## config.mk

```make
export PLATFORM = sky130hd
export DESIGN_NAME = memaccess_seq
export DESIGN_NICKNAME = d
export VERILOG_FILES = /design/src/rtl/memaccess_seq_pkg.sv /design/src/rtl/memaccess_seq.sv
export SDC_FILE = /design/constraint.sdc
export NUM_CORES = 1
export LEC_CHECK = 0
export BUFFER_PORTS_ARGS = -buffer_cell sky130_fd_sc_hd__buf_2
export CAP_MARGIN = 0
export CORE_ASPECT_RATIO = 1.2
export CORE_MARGIN = 2
export CORE_UTILIZATION = 52
export DETAILED_ROUTE_END_ITERATION = 8
export PLACE_DENSITY = 0.77
export SLEW_MARGIN = 10
export SYNTH_ARGS = -nofsm -noshare
export SYNTH_HDL_FRONTEND = slang
export SYNTH_SLANG_ARGS = --single-unit
```

## constraint.sdc

```tcl
create_clock -name clock -period 1.9 [get_ports clock]
set_input_delay 0.19 -clock clock [delete_from_list [all_inputs] [get_ports clock]]
set_output_delay 0.19 -clock clock [all_outputs]
set_load 0.02 [all_outputs]
```

## src/rtl/memaccess_seq_pkg.sv

```systemverilog
// rtl/memaccess_seq_pkg.sv - shared types for the memory-access request sequencer
package memaccess_seq_pkg;

    // Request opcode. Bit 0 selects the indirect (pointer) form, bit 1 selects store.
    typedef enum logic [1:0] {
        OP_LOAD      = 2'd0,
        OP_LOAD_IND  = 2'd1,
        OP_STORE     = 2'd2,
        OP_STORE_IND = 2'd3
    } mem_op_t;

    // Bus state seen by the memaccess_in agent.
    typedef enum logic [1:0] {
        MS_READ_IND = 2'b00,
        MS_READ     = 2'b01,
        MS_WRITE    = 2'b10,
        MS_IDLE     = 2'b11
    } mem_state_t;

    typedef enum logic [1:0] {
        S_IDLE,
        S_IND,
        S_ACC,
        S_RESP
    } seq_state_t;

    function automatic logic op_is_indirect(input mem_op_t op);
        return op[0];
    endfunction

    function automatic logic op_is_store(input mem_op_t op);
        return op[1];
    endfunction

endpackage

```

## src/rtl/memaccess_seq.sv

```systemverilog
// rtl/memaccess_seq.sv - sequences one load/store request onto the memaccess_in bus
//
// Ports:
//   clock, reset           : rising-edge clock, synchronous active-low reset
//   req_valid/ready/op/addr/data : request from execute (one outstanding at most)
//   MControl, MAddr, MData, mem_state : registered memaccess_in bus outputs
//   DMem_out               : read data, valid in the READ / READ_IND cycle
//   rsp_valid/ready/data/is_load : completion toward writeback
module memaccess_seq
    import memaccess_seq_pkg::*;
#(
    parameter int ADDR_W = 16,
    parameter int DATA_W = 16
) (
    input  logic              clock,
    input  logic              reset,
    input  logic              req_valid,
    output logic              req_ready,
    input  logic [1:0]        req_op,
    input  logic [ADDR_W-1:0] req_addr,
    input  logic [DATA_W-1:0] req_data,
    output logic              MControl,
    output logic [ADDR_W-1:0] MAddr,
    output logic [DATA_W-1:0] MData,
    output logic [1:0]        mem_state,
    input  logic [DATA_W-1:0] DMem_out,
    output logic              rsp_valid,
    input  logic              rsp_ready,
    output logic [DATA_W-1:0] rsp_data,
    output logic              rsp_is_load
);

    seq_state_t        state_q, state_d;
    mem_op_t           op_q, op_d;
    logic [ADDR_W-1:0] addr_q, addr_d;
    logic [DATA_W-1:0] data_q, data_d;
    logic [ADDR_W-1:0] maddr_q, maddr_d;
    logic [DATA_W-1:0] mdata_q, mdata_d;
    logic              mcontrol_q, mcontrol_d;
    mem_state_t        mem_state_q, mem_state_d;
    logic [DATA_W-1:0] rsp_data_q, rsp_data_d;
    logic              rsp_is_load_q, rsp_is_load_d;
    logic              accept;
    mem_op_t           req_op_e;

    assign req_op_e = mem_op_t'(req_op);

    always_comb begin
        state_d       = state_q;
        op_d          = op_q;
        addr_d        = addr_q;
        data_d        = data_q;
        maddr_d       = maddr_q;
        mdata_d       = mdata_q;
        mcontrol_d    = 1'b0;
        mem_state_d   = MS_IDLE;
        rsp_data_d    = rsp_data_q;
        rsp_is_load_d = rsp_is_load_q;
        req_ready     = 1'b0;
        accept        = 1'b0;

        case (state_q)
            S_IDLE: begin
                req_ready = 1'b1;
                accept    = req_valid;
            end
            S_IND: begin
                // Second phase: downstream substitutes the fetched pointer for MAddr.
                state_d     = S_ACC;
                mcontrol_d  = 1'b1;
                maddr_d     = addr_q;
                mem_state_d = op_is_store(op_q) ? MS_WRITE : MS_READ;
                if (op_is_store(op_q)) begin
                    mdata_d = data_q;
                end
            end
            S_ACC: begin
                state_d       = S_RESP;
                rsp_is_load_d = !op_is_store(op_q);
                rsp_data_d    = op_is_store(op_q) ? '0 : DMem_out;
            end
            S_RESP: begin
                // Completing response frees the slot, so a new request may enter on the same edge.
                req_ready = rsp_ready;
                if (rsp_ready) begin
                    state_d = S_IDLE;
                    accept  = req_valid;
                end
            end
            default: state_d = S_IDLE;
        endcase

        if (accept) begin
            op_d    = req_op_e;
            addr_d  = req_addr;
            data_d  = req_data;
            maddr_d = req_addr;
            if (op_is_indirect(req_op_e)) begin
                state_d     = S_IND;
                mem_state_d = MS_READ_IND;
            end else begin
                state_d     = S_ACC;
                mem_state_d = op_is_store(req_op_e) ? MS_WRITE : MS_READ;
                if (op_is_store(req_op_e)) begin
                    mdata_d = req_data;
                end
            end
        end
    end

    always_ff @(posedge clock) begin
        if (!reset) begin
            state_q       <= S_IDLE;
            op_q          <= OP_LOAD;
            addr_q        <= '0;
            data_q        <= '0;
            maddr_q       <= '0;
            mdata_q       <= '0;
            mcontrol_q    <= 1'b0;
            mem_state_q   <= MS_IDLE;
            rsp_data_q    <= '0;
            rsp_is_load_q <= 1'b0;
        end else begin
            state_q       <= state_d;
            op_q          <= op_d;
            addr_q        <= addr_d;
            data_q        <= data_d;
            maddr_q       <= maddr_d;
            mdata_q       <= mdata_d;
            mcontrol_q    <= mcontrol_d;
            mem_state_q   <= mem_state_d;
            rsp_data_q    <= rsp_data_d;
            rsp_is_load_q <= rsp_is_load_d;
        end
    end

    assign MControl    = mcontrol_q;
    assign MAddr       = maddr_q;
    assign MData       = mdata_q;
    assign mem_state   = mem_state_q;
    assign rsp_valid   = (state_q == S_RESP);
    assign rsp_data    = rsp_data_q;
    assign rsp_is_load = rsp_is_load_q;

endmodule

```

Word-level counts from Yosys, hierarchy flattened
Index checks and enable logic that the tools add are counted.
Operators by class
  eq/ne operators: 4
  reductions and logical operators: 5
  mux-type cells: 21
Operators with widths (number)
  $mux W16: 8
  $mux W2: 8
  $pmux W2 S3: 1
  $eq A2 B2 Y1 const B: 2
  $pmux W1 S2: 2
  $reduce_bool A4 Y1: 1
  $ne A3 B1 Y1 const B: 1
  $eq A2 B1 Y1 const B: 1
  $logic_not A2 Y1: 1
  $mux W1: 2
  $reduce_and A2 Y1: 1
  $reduce_bool A2 Y1: 1
  $logic_not A1 Y1: 1
Storage, ports and cells
  input bits: 54
  bits in registers: 88
  word-level logic and storage cells: 40

Depth between registers and ports, before layout
Gate-level depths: netlist of run 1.
  depth after elaboration: 5
  gate-level depth with buffers: 7

Worst setup path after synthesis of run 1
Ideal clock, no wire load.
  path kind: reg2reg
  from: register state_q[0]
  to: register mdata_q[10], in the netlist MData[10]
  stages on the path, launching flop included: 8
  clock period less this slack: 1.610 ns
  path buffers: 2
  slack: 0.290 ns
  data arrival time: 1.469 ns
  cells stage by stage: dfxtp_1 inv_1 ha_1 nand4bb_1 clkbuf_2 buf_4 nor3_1 a311oi_2
On the way
  longest elaborated chain between the ends: 5
Ends and longest elaborated chain
  from (decl): line memaccess_seq.sv:33  | seq_state_t state_q, state_d;
  from (signal assigned): line memaccess_seq.sv:124  | state_q <= state_d;
  $eq A2 B1 Y1: line memaccess_seq.sv:62  | case (state_q)
  $mux W16: line memaccess_seq.sv:62
  $mux W16: line memaccess_seq.sv:104  | if (op_is_store(req_op_e)) begin
  $mux W16: line memaccess_seq.sv:98  | if (op_is_indirect(req_op_e)) begin
  $mux W16 *: line memaccess_seq.sv:93  | if (accept) begin
  to (signal assigned): line memaccess_seq.sv:129  | mdata_q <= mdata_d;
  to (decl): line memaccess_seq.sv:38  | logic [DATA_W-1:0] mdata_q, mdata_d;
Mark *: on every way between the ends. The rest lies on a longest branch, timed or not.
A chain may end at the register's enable or synchronous reset.

Worst setup path in the final report of run 1
  from: register state_q[1]
  to: register state_q[1]
On the way
  longest elaborated chain between the ends: 4
Ends and longest elaborated chain (line)
  $eq A2 B2 Y1 or $logic_not A2 Y1 (tied branches): memaccess_seq.sv:62
  $pmux W1 S2: memaccess_seq.sv:62
  $ne A3 B1 Y1 (no source line) or $reduce_bool A4 Y1 (tied branches)
  $reduce_and A2 Y1 (no source line)
Parallel ways exist; a longest one is shown, timed or not.

==> results of run 1 <==
## logic make-up (layout without fill, tap and decap cells)
logic type | after synthesis | after routing | synth area share
AO/OA/AOI/OAI | 141 | 141 | 0.226
flip-flops | 87 | 87 | 0.465
adder cells (fa/ha/maj) | 5 | 5 | 0.0167
AND/OR/NAND/NOR | 129 | 129 | 0.174
buffers and inverters | 47 | 148 | 0.0642
multiplexers | 18 | 18 | 0.0535
## worst max-delay path, cell delays in order, from the launching register on
cell,delay [ns]
dfxtp_2,0.38
ha_1,0.33
a21oi_4,0.11
buf_4,0.15
bufbuf_16,0.30
or3_1,0.35
a21oi_1,0.12
## state kept, by name, indices dropped and copies added (netlist names)
signal / flops
MData: 16
data_q: 16
state_q: 2
addr_q: 16
op_q: 1
rsp_data: 16
rsp_is_load: 1
mem_state: 2
MControl: 1
MAddr: 16
## cell usage in the layout (no fill, tap or decap), types with 6 or more instances in the layout
| cell | Yosys | layout |
|---|---|---|
| o21ai_0 | 39 | 39 |
| mux2_2 | 16 | 16 |
| nand3_1 | 49 | 49 |
| clkbuf_8 | 0 | 9 |
| a21oi_1 | 68 | 68 |
| nand2_1 | 18 | 18 |
| nor2b_1 | 20 | 18 |
| a311oi_1 | 6 | 6 |
| dfxtp_1 | 87 | 85 |
| nor2_1 | 18 | 18 |
| a311oi_2 | 10 | 10 |
| buf_2 | 17 | 107 |
| buf_4 | 4 | 17 |
| o21ai_1 | 12 | 12 |
| nor3_1 | 17 | 17 |
## layer usage
layer | part of all wire | wire length (um)
met3 | 0.060 | 569
met5 | 0 | 0
met4 | 0.012 | 115
met1 | 0.43 | 4050
met2 | 0.50 | 4760
## metrics by stage
stage                     instance area [sq um]   util
after floorplan                            3740      -
after global placement                     4330  0.627
after detailed placement                   4330  0.627
after CTS                                  4630  0.672
after global routing                       4660  0.676
final                                      4660  0.676
## repair_timing
item / in CTS / in global routing
endpoints found under the hold margin: 0 / 0
gates cloned: 2 / 0
setup endpoints to repair: 1 / 40
pin swaps: 0 / 1
buffers inserted: 1 / 2
resized for setup: 0 / 3
## final cells by class
| cell class | instances | share of cell area |
|---|---|---|
| clock buffer | 9 | 0.0266 |
| clock inverter | 6 | 0.0233 |
| inverter | 4 | 0.00322 |
| multi-input combinational | 293 | 0.381 |
| sequential | 87 | 0.374 |
| tap | 87 | 0.0233 |
| timing repair buffer | 129 | 0.169 |
## path summary, 6_finish.rpt
check | endpoint | cells past startpoint | slack [ns] | from
max | state_q[1]$_SDFFE_PN0P_ | 6 | 0.09 | state_q[1]$_SDFFE_PN0P_
min | rsp_data[10]$_SDFFE_PN0N_ | 3 | 0.06 | DMem_out[10]
max reg2reg | state_q[1]$_SDFFE_PN0P_ | 6 | 0.09 | state_q[1]$_SDFFE_PN0P_
min reg2reg | addr_q[11]$_SDFFE_PN0P_ | 2 | 0.48 | addr_q[11]$_SDFFE_PN0P_
## power groups by stage
stage	Combinational (W)	Clock [W]	Sequential, W
after floorplan	0.00196	0	0.00280
after global placement	0.00302	0	0.00250
after detailed placement	0.00307	0	0.00252
after CTS	0.00339	0.00154	0.00248
after global routing	0.00370	0.00161	0.00255
final	0.00340	0.00152	0.00249
==> impl_metrics.py, run 1 <==
metrics = {
    "placed_design": {
        "pre_cts_slack_ns": 0.0805,
        "dpl.hpwl_um": 5930,
        "gp_congestion": 0.787,
        "io_buffers": 107,
        "placedCellCount": 595,
    },
    "synth": {
        "synth_area_leaders": "dfxtp_1, a21oi_1, nand3_1",
        "yosysSeqAreaShare": 0.465,
        "synth_top_area_share": 0.465,
        "synth-main-ff-cell": "dfxtp_1",
        "ys_seq_elements": 87,
        "synth_edf_count": 0,
        "synth_top_cell_by_area": "dfxtp_1",
        "ys_top_cells_by_count": "dfxtp_1, a21oi_1, nand3_1",
        "async_flop_share": 0,
        "yosysMostFrequentCell": "dfxtp_1",
        "netlist_area_sq_um": 3740,
        "synth_nets": 486,
        "synthDistinctLibCells": 33,
        "yosysWarnings": 0,
        "synthCells": 427,
        "syn_area_per_cell_sq_um": 8.76,
    },
    "critical_path": {
        "setup.worst_path.class": "reg2reg",
        "worstPathArrival_ns": 2.09,
        "critPathRequiredTime_ns": 2.18,
        "endpoint_kind": "flop",
        "crit_fanout": 35,
        "setup.worst_path.start_class": "flop",
    },
    "route": {
        "num_vias": 3439,
        "finalWirelength_um": 9500,
        "dr.pass1.iters": 4,
        "viasPerCell": 5.59,
        "drt-initial-drc-count": 213,
        "ant_nets": 0,
        "wl_per_cell_um": 15.4,
        "drc": 0,
    },
    "power_and_ir_drop": {
        "clkPwrFrac": 0.206,
        "seqPwrFrac": 0.336,
        "p_total_w": 0.00742,
        "leakage_nw": 1.96,
        "p_int_w": 0.00449,
        "swShare": 0.394,
        "p_switching_w": 0.00293,
        "power.density_nw_per_um2": 1590,
        "ir_drop_mv": 1.02,
        "pwr-share-comb": 0.459,
    },
    "floorplan": {
        "rows": 33,
        "die-area_sq_um": 7890,
        "io_pins": 108,
        "core_sq_um": 6900,
        "initial_core_util": 0.543,
        "dieHeight_um": 96.9,
        "die_w_um": 81.4,
    },
    "cts": {
        "cts_tree": "built",
        "htreeDepth": 3,
        "clock_sink_count": 87,
        "cts_inserted_buffers": 9,
        "clk_pin_slew_ns": 0.09,
        "cts_buffer_depth": 2,
        "clockRootBuffer": "clkbuf_8",
        "insertion_delay_ns": 0.35,
        "cts_hold_buf": 0,
    },
    "global_route": {
        "antenna_found_initial": 0,
        "grt-ovfl-total": 0,
        "grt_max_degree": 41,
        "use_met1": 0.306,
        "busiest_layer": "met2",
        "gr-usage-met2": 0.419,
        "grtUsageMet3": 0.0420,
        "grt_usage": 0.246,
        "grt_pass1_wl_um": 15400,
        "grt_pass1_vias": 3293,
    },
    "run": {
        "cap_violations": 0,
    },
    "finish": {
        "area_growth_pct": 24.6,
        "n_fill_cell": 574,
        "seqCellArea_sq_um": 1740,
        "antenna_cells": 0,
        "fin_cells": 615,
        "multi_input_area_sq_um": 1780,
        "nets": 583,
        "drive_above_1_share": 0.339,
    },
    "timing": {
        "fin_worst_skew_ns": 0.0106,
        "tightestPinTransition_ns": 0.620,
        "finalSetupViolations": 0,
        "period_share": 0.955,
        "hold_viol": 0,
        "rsz0062_at_grt": "no",
        "clock.fmax_mhz": 551,
        "fin_crit_ns": 1.81,
        "maxSlewViolCount": 0,
        "final.setup.tns_ns": 0,
        "max_slew_margin": 0.585,
        "fin_ws_ns": 0.0858,
        "fin_hold_ws_ns": 0.0621,
    },
    "min_path": {
        "worstHoldPathType": "in2reg",
    },
    "run_status": {
        "outcome": "complete, no violations",
    },
}
Power figures use the tool's default switching activity.
==> inputs of run 2 (changes only) <==
==> constraint.sdc (replaced) <==
create_clock -name clock -period 2.05 [get_ports clock]
set_input_delay 0.205 -clock clock [delete_from_list [all_inputs] [get_ports clock]]
set_output_delay 0.205 -clock clock [all_outputs]
set_load 0.02 [all_outputs]
==> impl_metrics.py, run 2 (synthesis gave the netlist of run 1 again) <==
metrics = {
    "global_route": {
        "grt_pass1_wl_um": 15200,
        "use_met1": 0.283,
        "antenna_found_initial": 0,
        "grt-ovfl-total": 0,
        "busiest_layer": "met2",
        "grt_pass1_vias": 3440,
        "grtUsageMet3": 0.0616,
        "gr-usage-met2": 0.413,
        "grt_max_degree": 71,
        "grt_usage": 0.239,
    },
    "finish": {
        "drive_above_1_share": 0.327,
        "n_fill_cell": 588,
        "area_growth_pct": 23.1,
        "final_common_cell": "buf_2",
        "nets": 578,
        "antenna_cells": 0,
        "final_cell_mix": "buf_2, dfxtp_1, a21oi_1",
    },
    "power_and_ir_drop": {
        "ir_drop_mv": 0.800,
        "power.density_nw_per_um2": 1450,
        "leakage_nw": 1.91,
    },
    "timing": {
        "rsz0062_at_grt": "no",
        "fin_worst_skew_ns": 0.0104,
        "max_slew_margin": 0.581,
        "fin_ws_ns": 0.193,
        "fin_crit_ns": 1.86,
        "hold_viol": 0,
        "final.setup.tns_ns": 0,
        "finalSetupViolations": 0,
        "tightestPinTransition_ns": 0.626,
        "maxSlewViolCount": 0,
        "period_share": 0.906,
        "clock.fmax_mhz": 538,
    },
    "critical_path": {
        "cpLargestDelayFamily": "flip-flops",
        "crit_fanout": 35,
        "worstPathCellList": "inv_1 -> ha_1 -> nor2b_2 -> buf_12 -> nand2_1 -> o311ai_1",
        "setup.worst_path.class": "reg2reg",
        "worstPathArrival_ns": 2.11,
        "endpoint_kind": "flop",
        "critPathRequiredTime_ns": 2.30,
        "setup.worst_path.start_class": "flop",
        "cp.buffers_inverters": 2,
        "cpMaxStageDelayCell": "dfxtp_1",
        "critPathMaxStageDelay_ns": 0.39,
    },
    "cts": {
        "htreeDepth": 3,
        "clk_pin_slew_ns": 0.09,
        "clock_sink_count": 87,
        "insertion_delay_ns": 0.35,
        "cts_buffer_depth": 2,
        "clockRootBuffer": "clkbuf_8",
        "cts_inserted_buffers": 9,
        "cts_hold_buf": 0,
        "cts_tree": "built",
    },
    "floorplan": {
        "die_w_um": 81.4,
        "die-area_sq_um": 7890,
        "core_sq_um": 6900,
        "dieHeight_um": 96.9,
        "io_pins": 108,
        "initial_core_util": 0.543,
        "rows": 33,
    },
    "placed_design": {
        "pre_cts_slack_ns": 0.0917,
        "gp_congestion": 0.797,
        "io_buffers": 107,
        "dpl.hpwl_um": 6060,
    },
    "route": {
        "drt-initial-drc-count": 248,
        "dr.pass1.iters": 4,
        "viasPerCell": 5.72,
        "num_vias": 3488,
        "finalWirelength_um": 9470,
        "ant_nets": 0,
        "wl_per_cell_um": 15.5,
        "drc": 0,
    },
    "min_path": {
        "worstHoldPathType": "in2reg",
    },
    "run_status": {
        "outcome": "complete, no violations",
    },
    "run": {
        "cap_violations": 0,
    },
}
run 2: layout make-up:
cell class	count	area, sq um	share of cell area
Timing Repair Buffer	124	748	0.162
Tap cell	87	109	0.0236
Clock buffer	10	128	0.0277
Sequential cell	87	1740	0.378
Clock inverter	5	83.8	0.0182
Inverter	4	15.0	0.00326
Multi-Input combinational cell	293	1780	0.387
run 2: where the power goes:
part	switching, W	internal, W
Combinational	0.00193	0.00119
Clock	0.000600	0.000682
Sequential	0.000194	0.00211
run 2: timing repair:
action	4_1_cts	5_1_grt
buffers inserted	0	1
endpoints found under the setup margin	0	16
gates resized for setup	0	3
run 2: through the flow:
stage                     utilization  instance area [sq um]  power (W)  std cells  hold slack, ns
after floorplan                     -                   3740    0.00441        427           0.281
after global placement          0.628                   4330    0.00512        592           0.433
after detailed placement        0.628                   4330    0.00520        592           0.442
after CTS                       0.659                   4540    0.00648        607          0.0681
after global routing            0.668                   4610    0.00712        610          0.0643
final                           0.668                   4610    0.00670        610          0.0741
run 2: final timing paths:
check                                              from                       end  slack [ns]  depth (start not counted)
worst min-delay path                        DMem_out[5]  rsp_data[5]$_SDFFE_PN0N_        0.07                          3
worst min register to register  addr_q[13]$_SDFFE_PN0P_   addr_q[13]$_SDFFE_PN0P_        0.48                          2
worst max-delay path            state_q[0]$_SDFFE_PN0P_   mem_state[0]$_SDFF_PN1_        0.19                          6
worst max register to register  state_q[0]$_SDFFE_PN0P_   mem_state[0]$_SDFF_PN1_        0.19                          6
run 2: per-layer routing:
layer / vias up / part of all wire / wire length, um
met5: - / 0 / 0
met4: 0 / 0.014 / 129
met3: 13 / 0.072 / 684
met2: 131 / 0.49 / 4610
met1: 1643 / 0.43 / 4040
li1: 1701 / - / -
run 2: worst min-delay path, cell delays in order:
cell,delay (ns)
buf_2,0.07
a21oi_1,0.05
nor2_1,0.07
